[src/rtl/piso_tx_arbiter.sv]


module piso_tx_arbiter #(
   parameter int W   = 8,
   parameter int DIV = 4
) (
   input  logic         clk,
   input  logic         reset,
   input  logic         req0_valid,
   input  logic [W-1:0] req0_data,
   output logic         req0_ready,
   input  logic         req1_valid,
   input  logic [W-1:0] req1_data,
   output logic         req1_ready,
   output logic [W-1:0] sr_d,
   output logic         sr_load,
   output logic         sr_enable,
   output logic         frame,
   output logic         grant,
   output logic         busy
);

   localparam int BW = $clog2(W);
   localparam int DW = (DIV > 1) ? $clog2(DIV) : 1;
   localparam logic [BW-1:0] BIT_LAST = BW'(W - 1);
   localparam logic [DW-1:0] DIV_LAST = DW'(DIV - 1);

   typedef enum logic [1:0] {IDLE, LOAD, SHIFT, GAP} state_t;

   state_t        state, state_next;
   logic [BW-1:0] bit_cnt;
   logic [DW-1:0] div_cnt;
   logic          prio;
   logic          grant_q;
   logic          any_valid;
   logic          winner;
   logic          div_wrap;

   always_comb begin
      any_valid = req0_valid | req1_valid;
      winner    = (req0_valid & req1_valid) ? prio : req1_valid;
      div_wrap  = (div_cnt == DIV_LAST);
   end

   always_ff @(posedge clk) begin
      if (reset)
         state <= IDLE;
      else
         state <= state_next;
   end

   // The last bit is held for a full DIV period without a trailing enable.
   always_comb begin
      state_next = state;
      sr_load    = 1'b0;
      sr_enable  = 1'b0;
      sr_d       = '0;
      req0_ready = 1'b0;
      req1_ready = 1'b0;
      frame      = 1'b0;
      case (state)
         IDLE: begin
            if (any_valid)
               state_next = LOAD;
         end
         LOAD: begin
            sr_load    = 1'b1;
            sr_d       = grant_q ? req1_data : req0_data;
            req0_ready = ~grant_q;
            req1_ready = grant_q;
            state_next = SHIFT;
         end
         SHIFT: begin
            frame = 1'b1;
            if (div_wrap) begin
               if (bit_cnt == BIT_LAST)
                  state_next = GAP;
               else
                  sr_enable = 1'b1;
            end
         end
         GAP: begin
            state_next = IDLE;
         end
         default: begin
            state_next = IDLE;
         end
      endcase
   end

   assign busy  = (state != IDLE);
   assign grant = grant_q;

   // Arbitration is decided once per frame in IDLE; counters restart on every LOAD.
   always_ff @(posedge clk) begin
      if (reset) begin
         bit_cnt <= '0;
         div_cnt <= '0;
         prio    <= 1'b0;
         grant_q <= 1'b0;
      end else begin
         case (state)
            IDLE: begin
               if (any_valid) begin
                  grant_q <= winner;
                  prio    <= ~winner;
               end
            end
            LOAD: begin
               bit_cnt <= '0;
               div_cnt <= '0;
            end
            SHIFT: begin
               if (div_wrap) begin
                  div_cnt <= '0;
                  if (bit_cnt != BIT_LAST)
                     bit_cnt <= bit_cnt + BW'(1);
               end else begin
                  div_cnt <= div_cnt + DW'(1);
               end
            end
            default: begin
            end
         endcase
      end
   end

endmodule

[config.mk]
export PLATFORM = sky130hd
export DESIGN_NAME = piso_tx_arbiter
export DESIGN_NICKNAME = d
export VERILOG_FILES = /design/src/rtl/piso_tx_arbiter.sv
export SDC_FILE = /design/constraint.sdc
export NUM_CORES = 1
export LEC_CHECK = 0
export BUFFER_PORTS_ARGS = -buffer_cell sky130_fd_sc_hd__buf_4
export CORE_UTILIZATION = 40
export DETAILED_ROUTE_END_ITERATION = 7
export PLACE_DENSITY = 0.84
export SLEW_MARGIN = 30
export SYNTH_ARGS = -nofsm -noshare
export SYNTH_HDL_FRONTEND = slang
export SYNTH_SLANG_ARGS = --single-unit
[constraint.sdc]
create_clock -name clk -period 2.5 [get_ports clk]
set_clock_uncertainty 0.1 [all_clocks]
set_input_delay 0.25 -clock clk [delete_from_list [all_inputs] [get_ports clk]]
set_output_delay 0.25 -clock clk [all_outputs]
set_load 0.02 [all_outputs]
==> run_summary.xml <==
<?xml version="1.0" encoding="UTF-8"?>
<metrics>
  <group name="synthesis">
    <metric name="synth_top_flop_cell" unit="">sky130_fd_sc_hd__dfxtp_1</metric>
    <metric name="count_of_flip_flops_with_a_built_in_enable_after_synthesis" unit="">0</metric>
    <metric name="ys_top_cells_by_count" unit="">sky130_fd_sc_hd__nor2b_1 (10), sky130_fd_sc_hd__dfxtp_1 (9), sky130_fd_sc_hd__mux2i_1 (8)</metric>
    <metric name="synth_top_area_frac" unit="">0.277</metric>
    <metric name="synth.top_cells.by_area" unit="">sky130_fd_sc_hd__dfxtp_1 (28%), sky130_fd_sc_hd__ha_1 (13%), sky130_fd_sc_hd__mux2i_1 (12%)</metric>
    <metric name="synth.largest_area_cell" unit="">sky130_fd_sc_hd__dfxtp_1</metric>
    <metric name="synth_cells" unit="">74</metric>
    <metric name="yosys_register_bits" unit="">9</metric>
    <metric name="syn-cell-area" unit="µm²">651</metric>
    <metric name="yosysMostFrequentCell" unit="">sky130_fd_sc_hd__nor2b_1</metric>
    <metric name="syn_nets" unit="">101</metric>
    <metric name="netlist-cell-type-count" unit="">25</metric>
    <metric name="ys_seq_area_frac" unit="">0.277</metric>
    <metric name="synth-async-reset-ratio" unit="">0</metric>
    <metric name="synth_area_per_cell" unit="µm²">8.79</metric>
    <metric name="synth.yosys.warnings" unit="">0</metric>
  </group>
  <group name="layout">
    <metric name="antenna_cells_inserted" unit="">0</metric>
    <metric name="nets" unit="">137</metric>
    <metric name="layout-area-overhead-vs-synth" unit="%">44.0</metric>
    <metric name="final_core_area_utilization" unit="">0.622</metric>
    <metric name="post_layout_nonfiller_instances" unit="">125</metric>
    <metric name="drive_gt1_frac" unit="">0.394</metric>
  </group>
  <group name="global_routing">
    <metric name="gr-total-overflow" unit="">0</metric>
    <metric name="wire_length_of_the_first_global_routing_pass" unit="µm">2350</metric>
    <metric name="maximum_number_of_pins_on_one_net_before_global_route_repair" unit="">13</metric>
    <metric name="antenna_violations_before_repair" unit="">0</metric>
    <metric name="number_of_global_route_vias_before_repair" unit="">559</metric>
    <metric name="global_route.usage.total" unit="">0.167</metric>
  </group>
  <group name="worst_setup_path">
    <metric name="worst_path_largest_cell_delay" unit="ns">0.32</metric>
    <metric name="critPathArrivalTime" unit="ns">1.47</metric>
    <metric name="start_kind" unit="">flip-flop</metric>
    <metric name="r2r_cell_count" unit="">5</metric>
    <metric name="timing.setup.critical_path_class" unit="">reg2out</metric>
    <metric name="path_common_cell" unit="">sky130_fd_sc_hd__ha_1</metric>
    <metric name="worst_setup_path_end_kind" unit="">primary output</metric>
    <metric name="critical-path-slowest-cell" unit="">sky130_fd_sc_hd__dfxtp_1</metric>
    <metric name="worst-path-max-fanout" unit="">4</metric>
    <metric name="crit_chain" unit="">ha_1 -&gt; ha_1 -&gt; nand3b_2 -&gt; clkinv_2 -&gt; buf_4</metric>
    <metric name="worst_path_required" unit="ns">2.15</metric>
  </group>
  <group name="power">
    <metric name="leakage" unit="nW">0.457</metric>
    <metric name="report.power.total" unit="µW">822</metric>
    <metric name="powerDensity" unit="mW/mm²">877</metric>
    <metric name="irDropWorstVdd" unit="mV">0.566</metric>
  </group>
  <group name="clock_tree">
    <metric name="cts_made_buffers" unit="">3</metric>
    <metric name="holdBufCountCts" unit="">0</metric>
    <metric name="clk_latency" unit="ns">0.26</metric>
    <metric name="ctsHtreeMaxLevel" unit="">1</metric>
    <metric name="tritoncts_num_sinks" unit="">9</metric>
    <metric name="cts_root_buf" unit="">sky130_fd_sc_hd__clkbuf_4</metric>
    <metric name="count_of_instances_resized_after_the_clock_tree_is_built" unit="">0</metric>
    <metric name="path_clk_slew" unit="ns">0.06</metric>
    <metric name="cts_tree" unit="">done</metric>
    <metric name="post_cts_buffers" unit="">0</metric>
    <metric name="clock_tree.buffer_depth" unit="">2</metric>
  </group>
  <group name="floorplan">
    <metric name="num_rows" unit="">14</metric>
    <metric name="placeable_core_region" unit="mm²">0.00151</metric>
    <metric name="horizontal_die_dimension" unit="µm">42.3</metric>
    <metric name="height_of_the_die" unit="µm">42.3</metric>
    <metric name="io_count" unit="">35</metric>
    <metric name="start_util" unit="">0.432</metric>
    <metric name="floorplan.die_area" unit="mm²">0.00179</metric>
  </group>
  <group name="route">
    <metric name="ant_nets" unit="">0</metric>
    <metric name="detail_route.first_pass.iterations" unit="">2</metric>
    <metric name="drt_iter0_drc" unit="">1</metric>
    <metric name="wl_per_cell" unit="µm">11.3</metric>
    <metric name="detail_route.wirelength" unit="µm">1410</metric>
    <metric name="routed_via_density" unit="">5.01</metric>
    <metric name="routed-via-count" unit="">626</metric>
    <metric name="drt_drc_violations_left" unit="">0</metric>
  </group>
  <group name="outcome">
    <metric name="result_of_the_run" unit="">finished clean</metric>
  </group>
  <group name="timing">
    <metric name="final-max-slew-violation-count" unit="">0</metric>
    <metric name="timing.final.setup_violations" unit="">0</metric>
    <metric name="relSlewSlack" unit="">0.633</metric>
    <metric name="period_share" unit="">0.730</metric>
    <metric name="fmax" unit="MHz">548</metric>
    <metric name="rsz_0062_raised_after_global_routing" unit="">no</metric>
    <metric name="min_period" unit="ns">1.82</metric>
    <metric name="worst_slew_pin_slew" unit="ns">0.550</metric>
    <metric name="timing.setup.tns" unit="ns">0</metric>
    <metric name="final-hold-violation-count" unit="">0</metric>
  </group>
  <group name="min_path">
    <metric name="hold-path-cell-count" unit="">2</metric>
    <metric name="worst_hold_path_type" unit="">in2reg</metric>
  </group>
  <group name="place">
    <metric name="placed_cells" unit="">121</metric>
    <metric name="dp_hpwl" unit="µm">1180</metric>
    <metric name="globalplace.congestion" unit="">0.740</metric>
    <metric name="numPortBuffers" unit="">34</metric>
  </group>
  <group name="run">
    <metric name="max-cap-violations" unit="">0</metric>
  </group>
</metrics>
-- per-stage QoR --
| step | instance area [µm²] | setup slack [ns] | hold WS [ns] |
|---|---|---|---|
| after global routing | 937 | 0.599 | 0.125 |
| after floorplan | 651 | 0.883 | 0.336 |
| after detailed placement | 910 | 0.956 | 0.361 |
| final | 937 | 0.676 | 0.125 |
| after global placement | 910 | 1.01 | 0.348 |
| after CTS | 937 | 0.661 | 0.119 |
-- kinds of logic (layout without fill, tap and decap cells) --
group,after synthesis,count (layout),share of synthesized area
AOI/OAI and AO/OA,12,12,0.137
adders and majority gates,7,7,0.135
buffers and inverters,9,44,0.0615
DFF,9,9,0.277
muxes,8,8,0.123
and+or+nand+nor,29,29,0.267
-- report_power, final --
part | switching [mW] | total [mW] | internal [mW]
sequential | 0.0291 | 0.199 | 0.170
clock | 0.0512 | 0.110 | 0.0590
combinational | 0.273 | 0.513 | 0.240
total | 0.353 | 0.822 | 0.469
-- state kept, by name (all words and copies together), names as in the netlist --
signal	count
state	2
div_cnt	2
grant	1
bit_cnt	3
prio	1
-- layer usage --
| layer | up-vias | GRT usage | share of wire |
|---|---|---|---|
| li1 | 324 | - | - |
| met1 | 276 | 0.168 | 0.38 |
| met2 | 26 | 0.314 | 0.51 |
| met3 | 0 | 0.0819 | 0.11 |
| met4 | 0 | 0.0188 | 0 |
| met5 | - | 0 | 0 |
-- placed cells by master (no fill, tap or decap) --
cell type and instances:
sky130_fd_sc_hd__a21boi_2 1, sky130_fd_sc_hd__and2_1 1, sky130_fd_sc_hd__nor2_1 2, sky130_fd_sc_hd__nand2b_1 2, sky130_fd_sc_hd__o21ai_1 1, sky130_fd_sc_hd__o311a_1 1, sky130_fd_sc_hd__nor3b_2 1, sky130_fd_sc_hd__nand3b_2 1
sky130_fd_sc_hd__a21oi_1 6, sky130_fd_sc_hd__inv_1 5, sky130_fd_sc_hd__nand2_1 6, sky130_fd_sc_hd__or2_1 1, sky130_fd_sc_hd__clkinv_2 2, sky130_fd_sc_hd__dfxtp_1 9, sky130_fd_sc_hd__clkbuf_4 3, sky130_fd_sc_hd__o211ai_1 1
sky130_fd_sc_hd__o41ai_2 1, sky130_fd_sc_hd__nor2b_1 10, sky130_fd_sc_hd__ha_1 7, sky130_fd_sc_hd__buf_4 34, sky130_fd_sc_hd__a2bb2oi_1 1, sky130_fd_sc_hd__and4bb_1 1, sky130_fd_sc_hd__nand3_1 4, sky130_fd_sc_hd__mux2i_1 8
-- area by class of cell --
class	count	area (µm²)
clock inverters	1	5.00
inverters	6	23.8
fillers	149	569
repair buffers	34	255
multi-input cells	56	430
flip-flops and latches	9	180
well taps	16	20.0
clock buffers	3	22.5
-- path summary, 6_finish.rpt --
| kind | start | to | slack (ns) |
|---|---|---|---|
| max | bit_cnt[0]$_SDFFE_PP0P_ | sr_enable | 0.68 |
| max reg2reg | state[0]$_SDFFE_PP0P_ | state[1]$_SDFFE_PP0P_ | 1.05 |
| min | reset | bit_cnt[2]$_SDFFE_PP0P_ | 0.13 |
| min reg2reg | div_cnt[1]$_SDFFE_PP0P_ | div_cnt[1]$_SDFFE_PP0P_ | 0.37 |
-- critical path: cells and delay by family (launching register included) --
family	cells	cell delay (ns)
fa+ha+maj	2	0.41
flops	1	0.32
simple gates	1	0.25
buf+inv	2	0.24
Note: power is estimated with default switching activity, not from simulation.
